===== config.mk =====
export PLATFORM = sky130hd
export DESIGN_NAME = bypass_chain_loader
export DESIGN_NICKNAME = d
export VERILOG_FILES = /design/src/rtl/bypass_chain_loader.sv
export SDC_FILE = /design/constraint.sdc
export NUM_CORES = 1
export LEC_CHECK = 0
export CORE_ASPECT_RATIO = 0.8
export CORE_MARGIN = 5
export CORE_UTILIZATION = 40
export CTS_CLUSTER_SIZE = 24
export DETAILED_ROUTE_END_ITERATION = 10
export DONT_BUFFER_PORTS = 1
export SYNTH_ARGS = -nofsm -noshare
export SYNTH_HDL_FRONTEND = slang
export SYNTH_SLANG_ARGS = --single-unit

===== constraint.sdc =====
create_clock -name clk_i -period 2.5 [get_ports clk_i]
set_input_delay 0.125 -clock clk_i [delete_from_list [all_inputs] [get_ports clk_i]]
set_output_delay 0.125 -clock clk_i [all_outputs]
set_load 0.02 [all_outputs]

===== src/rtl/bypass_chain_loader.sv =====
// bypass_chain_loader
//   Drives the wake-up bypass shift chain (serial stage1 + parallel stage2 in
//   the always-on domain). A parallel word is shifted MSB-first into the chain
//   at a paced rate, then the stage2 latch strobe is pulsed once. The old
//   stage1 contents, which come back on the chain's serial output, are
//   returned as rdata_o.
//
//   Optional feature macro: BYPASS_LOADER_VERIFY_EN
//     When defined, a second paced pass re-shifts the same word and compares
//     the returned bits against it. Any difference sets the sticky mismatch_o.
//     When undefined, mismatch_o is tied low.
//
//   Ports
//     clk_i, rstn_i          clock, asynchronous active-low reset
//     req_i, wdata_i         load request / word (accepted when ready_o=1)
//     abort_i                cancel an in-progress shift pass
//     ready_o, done_o        idle indication / one-cycle completion pulse
//     rdata_o                previous stage1 word from the last completed load
//     mismatch_o             verify-pass error flag
//     wu_bypass_data_out_o   serial data to the chain
//     wu_bypass_en_o         chain shift enable
//     wu_bypass_shift_o      chain stage2 latch strobe
//     wu_bypass_data_in_i    serial data returned from the chain (stage1 MSB)
module bypass_chain_loader #(
  parameter int CHAIN_LEN = 24,
  parameter int DIV       = 1,
  parameter int DIV_W     = 8
) (
  input  logic                 clk_i,
  input  logic                 rstn_i,
  input  logic                 req_i,
  input  logic [CHAIN_LEN-1:0] wdata_i,
  input  logic                 abort_i,
  output logic                 ready_o,
  output logic                 done_o,
  output logic [CHAIN_LEN-1:0] rdata_o,
  output logic                 mismatch_o,
  output logic                 wu_bypass_data_out_o,
  output logic                 wu_bypass_en_o,
  output logic                 wu_bypass_shift_o,
  input  logic                 wu_bypass_data_in_i
);

  localparam int CNT_W = (CHAIN_LEN > 1) ? $clog2(CHAIN_LEN) : 1;
  localparam logic [CNT_W-1:0] LAST_BIT = CNT_W'(CHAIN_LEN - 1);
  localparam logic [DIV_W-1:0] DIV_LAST = DIV_W'(DIV - 1);

  typedef enum logic [2:0] {
    ST_IDLE   = 3'd0,
    ST_SHIFT  = 3'd1,
    ST_LATCH  = 3'd2,
`ifdef BYPASS_LOADER_VERIFY_EN
    ST_VERIFY = 3'd4,
`endif
    ST_DONE   = 3'd3
  } state_e;

  state_e                 state_q;
  logic [CHAIN_LEN-1:0]   sreg_q;
  logic [CHAIN_LEN-1:0]   cap_q;
  logic [CHAIN_LEN-1:0]   rdata_q;
  logic [CNT_W-1:0]       bit_cnt_q;
  logic [DIV_W-1:0]       div_cnt_q;
  logic                   tick_s;
`ifdef BYPASS_LOADER_VERIFY_EN
  logic [CHAIN_LEN-1:0]   copy_q;
  logic                   mismatch_q;
`endif

  // Pacing tick comes straight from the counter flop, so outputs stay Moore.
  assign tick_s  = (div_cnt_q == DIV_LAST);
  assign rdata_o = rdata_q;
`ifdef BYPASS_LOADER_VERIFY_EN
  assign mismatch_o = mismatch_q;
`else
  assign mismatch_o = 1'b0;
`endif

  // Chain-facing and handshake outputs decoded from state and counter flops.
  always_comb begin
    ready_o              = 1'b0;
    done_o               = 1'b0;
    wu_bypass_en_o       = 1'b0;
    wu_bypass_shift_o    = 1'b0;
    wu_bypass_data_out_o = 1'b0;
    case (state_q)
      ST_IDLE:   ready_o = 1'b1;
      ST_SHIFT: begin
        wu_bypass_en_o       = tick_s;
        wu_bypass_data_out_o = sreg_q[CHAIN_LEN-1];
      end
      // Enable stays low while the strobe is high.
      ST_LATCH:  wu_bypass_shift_o = 1'b1;
      ST_DONE:   done_o = 1'b1;
`ifdef BYPASS_LOADER_VERIFY_EN
      ST_VERIFY: begin
        wu_bypass_en_o       = tick_s;
        wu_bypass_data_out_o = copy_q[CHAIN_LEN-1];
      end
`endif
      default:   ready_o = 1'b0;
    endcase
  end

  // Load FSM with shift/capture datapath and pacing counters.
  always_ff @(posedge clk_i or negedge rstn_i) begin
    if (!rstn_i) begin
      state_q   <= ST_IDLE;
      sreg_q    <= '0;
      cap_q     <= '0;
      rdata_q   <= '0;
      bit_cnt_q <= '0;
      div_cnt_q <= '0;
`ifdef BYPASS_LOADER_VERIFY_EN
      copy_q     <= '0;
      mismatch_q <= 1'b0;
`endif
    end else begin
      case (state_q)
        ST_IDLE: begin
          if (req_i) begin
            sreg_q    <= wdata_i;
            bit_cnt_q <= '0;
            div_cnt_q <= '0;
            state_q   <= ST_SHIFT;
`ifdef BYPASS_LOADER_VERIFY_EN
            copy_q     <= wdata_i;
            mismatch_q <= 1'b0;
`endif
          end
        end
        ST_SHIFT: begin
          if (tick_s) begin
            // A shift on the abort cycle still completes at this edge.
            div_cnt_q <= '0;
            sreg_q    <= {sreg_q[CHAIN_LEN-2:0], 1'b0};
            cap_q     <= {cap_q[CHAIN_LEN-2:0], wu_bypass_data_in_i};
            bit_cnt_q <= bit_cnt_q + CNT_W'(1);
          end else begin
            div_cnt_q <= div_cnt_q + DIV_W'(1);
          end
          if (abort_i) begin
            state_q <= ST_IDLE;
          end else if (tick_s && (bit_cnt_q == LAST_BIT)) begin
            state_q <= ST_LATCH;
          end
        end
        ST_LATCH: begin
          bit_cnt_q <= '0;
          div_cnt_q <= '0;
`ifdef BYPASS_LOADER_VERIFY_EN
          state_q   <= ST_VERIFY;
`else
          state_q   <= ST_DONE;
`endif
        end
`ifdef BYPASS_LOADER_VERIFY_EN
        ST_VERIFY: begin
          if (tick_s) begin
            // Stage1 now holds the written word, so its MSB must match ours.
            if (wu_bypass_data_in_i != copy_q[CHAIN_LEN-1]) begin
              mismatch_q <= 1'b1;
            end
            div_cnt_q <= '0;
            copy_q    <= {copy_q[CHAIN_LEN-2:0], 1'b0};
            bit_cnt_q <= bit_cnt_q + CNT_W'(1);
          end else begin
            div_cnt_q <= div_cnt_q + DIV_W'(1);
          end
          if (abort_i) begin
            state_q <= ST_IDLE;
          end else if (tick_s && (bit_cnt_q == LAST_BIT)) begin
            state_q <= ST_DONE;
          end
        end
`endif
        ST_DONE: begin
          rdata_q <= cap_q;
          state_q <= ST_IDLE;
        end
        default: state_q <= ST_IDLE;
      endcase
    end
  end

endmodule


==> out/metrics.cfg <==
[run_status]
outcome=completed

[clock_network]
hold_buffers=29
cts_max_path_buffers=2
clk_latency_ns=0.34
cts_buffers=9
clk_pin_slew_worst_paths_ns=0.06
htree_num_levels=3
cts_root_buf=clkbuf_16
cts_setup_buffers=0
cts_sinks=87
cts_tree=done
cts-resized-gates=0

[layout]
final_core_util=0.4865
drive_gt1_frac=0.06452
synthToLayoutAreaGrowth_pct=19.26
antenna_cells=0
fillers=854
design_area_mm2=0.004378
nNetsFinal=461

[timing]
rsz0062_at_grt=no
fin_ws_ns=0.4370
drv_slew=0
fin_crit_sh=0.8252
slew_headroom=0.3067
final.setup_skew_ns=0.003312
final_hold_viol_count=0
final-setup-viol-count=0
fin_setup_tns_ns=0
worstMarginPinSlew_ns=1.040
period_needed_ns=2.063
fmax_mhz=484.7

[floorplan]
rows=31
die_w_um=117.1
die_y_um=95.69
dieArea_mm2=0.01121
core_area_mm2=0.008999
start_util=0.4080
io_pins=59

[drt]
first_pass_iters=4
routedWlPerCell_um=13.93
viasPerCell=5.056
wirelength_mm=7.645
drc=0
vias=2776
first_iter_violations=88
ant_nets=0

[hold_path]
min_path_type=in2reg
worstHoldPathCells=2
hp-start=abort_i
worstHoldEndpoint=state_q[1]$_DFFE_PN0P_

[worst_setup_path]
worst-path-buf-inv=2
rr_worst_depth=7
rrSetupSlack_ns=0.44
reg2reg_from=div_cnt_q[0]$_DFFE_PN0P_
critPathArrivalTime_ns=2.24
worstPathRequired_ns=2.67
crit_chain=inv_1, ha_1, nor4b_4, nand3_2, inv_2, a21oi_2, a21oi_1
end_kind=flip-flop
timing.rr.end=sreg_q[10]$_DFFE_PN0P_
crit_family=compound AO/OA/AOI/OAI gates
criticalPathCategory=reg2reg
crit_path_max_incr_delay_ns=0.74
cp_max_fo=23
critPathSlowestCell=a21oi_2
worstSetupStartpointType=flip-flop

[grt]
antenna_found_initial=0
grt_pass1_vias=2660
grt_pass1_wl_mm=12.92
grt_max_degree=88
track_usage=0.1480
grt_overflow_total=0

[power_and_ir_drop]
p_switching_uw=1425
pwr-share-comb=0.227
p_int_uw=3029
p_total_uw=4454
p_per_area_mw_per_mm2=1017
vdd_drop_max_uv=433.3
clkPwrFrac=0.312
seq_power_share=0.461
p_leak_uw=0.002222
switching_share=0.3199

[yosys]
yosys.area.top_type=dfrtp_1
synth_nets=437
seq_area_frac_synth=0.5930
synth_cell_types=41
ys_top_cells_by_area=dfrtp_1 (59%), nand2_1 (16%), o22ai_1 (3.9%), a21oi_1 (3.7%), inv_1 (2.8%)
ys_ff_latch=87
yosys_warnings=0
synthesis.area_mm2=0.003671
syn_avg_cell_area_um2=9.064
syn_inst=405
synth_top_area_frac=0.5930

[placed_design]
pre_cts_ws_ns=0.4241
hpwl_mm=4.755
gp_congestion=0.8310
placed_area_mm2=0.003764
port_buffers=0

[job]
drv_cap=0

==> registers in the layout, indices dropped and copies added (netlist names) <==
name and flops:
bit_cnt_q 5, cap_q 24, div_cnt_q 8, rdata_o 24
sreg_q 24, state_q 2
==> cell families after synthesis <==
logic type	synth area share
AOI/OAI and AO/OA	0.1104
xor gates and xnor gates	0.004773
adders and majority gates	0.01023
buffers and inverters	0.05726
DFF	0.5930
other	0.001022
and+or+nand+nor	0.2233
==> worst max-delay path by stage <==
stage          depth (start not counted)  slack [ns]                startpoint                      to
2_1_floorplan                          8        0.69  div_cnt_q[0]$_DFFE_PN0P_    cap_q[0]$_DFFE_PN0P_
3_3_place_gp                           7        0.52  div_cnt_q[0]$_DFFE_PN0P_  sreg_q[17]$_DFFE_PN0P_
3_5_place_dp                           7        0.42  div_cnt_q[0]$_DFFE_PN0P_  sreg_q[21]$_DFFE_PN0P_
4_1_cts                                7        0.42  div_cnt_q[0]$_DFFE_PN0P_  sreg_q[21]$_DFFE_PN0P_
5_1_grt                                7        0.27  div_cnt_q[0]$_DFFE_PN0P_   sreg_q[7]$_DFFE_PN0P_
6_report                               7        0.44  div_cnt_q[0]$_DFFE_PN0P_  sreg_q[10]$_DFFE_PN0P_
==> metrics by stage <==
step | hold WS [ns] | cells
6_report | 0.02593 | 549
5_1_grt | 0.05026 | 549
4_1_cts | 0.01157 | 549
2_1_floorplan | -0.1706 | 405
3_5_place_dp | -0.1652 | 504
3_3_place_gp | -0.1652 | 504
==> synth_stat cells <==
library cell	instances
nor3_1	3
nand2_1	157
o31ai_1	3
or2b_1	1
nor2b_1	1
nor3_2	1
a31oi_1	2
buf_2	3
ha_1	3
or4b_1	1
a21oi_1	27
conb_1	1
dfrtp_1	87
a21boi_0	1
or2_1	1
inv_2	1
o21ai_0	5
nor2_1	8
nand3b_1	1
buf_6	2
nor4b_4	1
o21bai_1	1
a41oi_1	1
nand4_1	1
buf_4	1
clkbuf_1	14
o22ai_1	23
a21boi_2	1
nor4_1	1
xnor2_1	2
or4b_2	1
and2_1	1
or4_1	3
o32ai_1	1
nand2_2	1
nand2b_1	1
nand3_1	10
a21boi_1	1
buf_1	2
o211ai_1	2
inv_1	27
==> worst reg2reg max path, cell delays in order, from the launching register on <==
cell and delay, ns:
dfrtp_1 0.41, inv_1 0.06, ha_1 0.19, nor4b_4 0.14, nand3_2 0.10, inv_2 0.04
a21oi_2 0.74, a21oi_1 0.21
==> power groups by stage <==
stage	Clock, uW	Sequential, uW	Combinational [uW]
2_1_floorplan	0	1990	803
3_3_place_gp	0	2060	921
3_5_place_dp	0	2070	956
4_1_cts	1430	2050	1030
5_1_grt	1480	2100	1170
6_report	1390	2050	1010
==> per-layer routing <==
metal | track usage | part of all wire | wire length (um)
met1 | 0.1949 | 0.46 | 3524
met2 | 0.2273 | 0.47 | 3571
met3 | 0.05076 | 0.057 | 439
met4 | 0.05349 | 0.014 | 110
met5 | 0 | 0 | 0
==> area by class of cell <==
type                    instances  area, um2  share of cell area
clock buffers                  12      236.5             0.05402
clock inverters                 4      70.07             0.01600
inverters                      28      105.1             0.02401
multi-input cells             268       1292              0.2952
flip-flops and latches         87       2177              0.4973
well taps                     115      143.9             0.03287
repair buffers                 35      352.8             0.08059
==> cells in the final DEF (no fill, tap or decap), types with 2 or more instances in the layout <==
| cell | Yosys | layout |
|---|---|---|
| nor3_1 | 3 | 3 |
| clkbuf_16 | 0 | 9 |
| nand3_1 | 10 | 9 |
| dfrtp_1 | 87 | 87 |
| o22ai_1 | 23 | 23 |
| o211ai_1 | 2 | 2 |
| dlygate4sd3_1 | 0 | 28 |
| clkinv_2 | 0 | 2 |
| o31ai_1 | 3 | 3 |
| inv_1 | 27 | 27 |
| or4_1 | 3 | 3 |
| nor2_1 | 8 | 8 |
| a31oi_1 | 2 | 2 |
| nand2_1 | 157 | 157 |
| xnor2_1 | 2 | 2 |
| o21ai_0 | 5 | 5 |
| bufinv_16 | 0 | 2 |
| clkbuf_1 | 14 | 3 |
| buf_4 | 1 | 6 |
| ha_1 | 3 | 3 |
| a21oi_1 | 27 | 26 |
No activity file was read; power rests on OpenSTA's default activity.
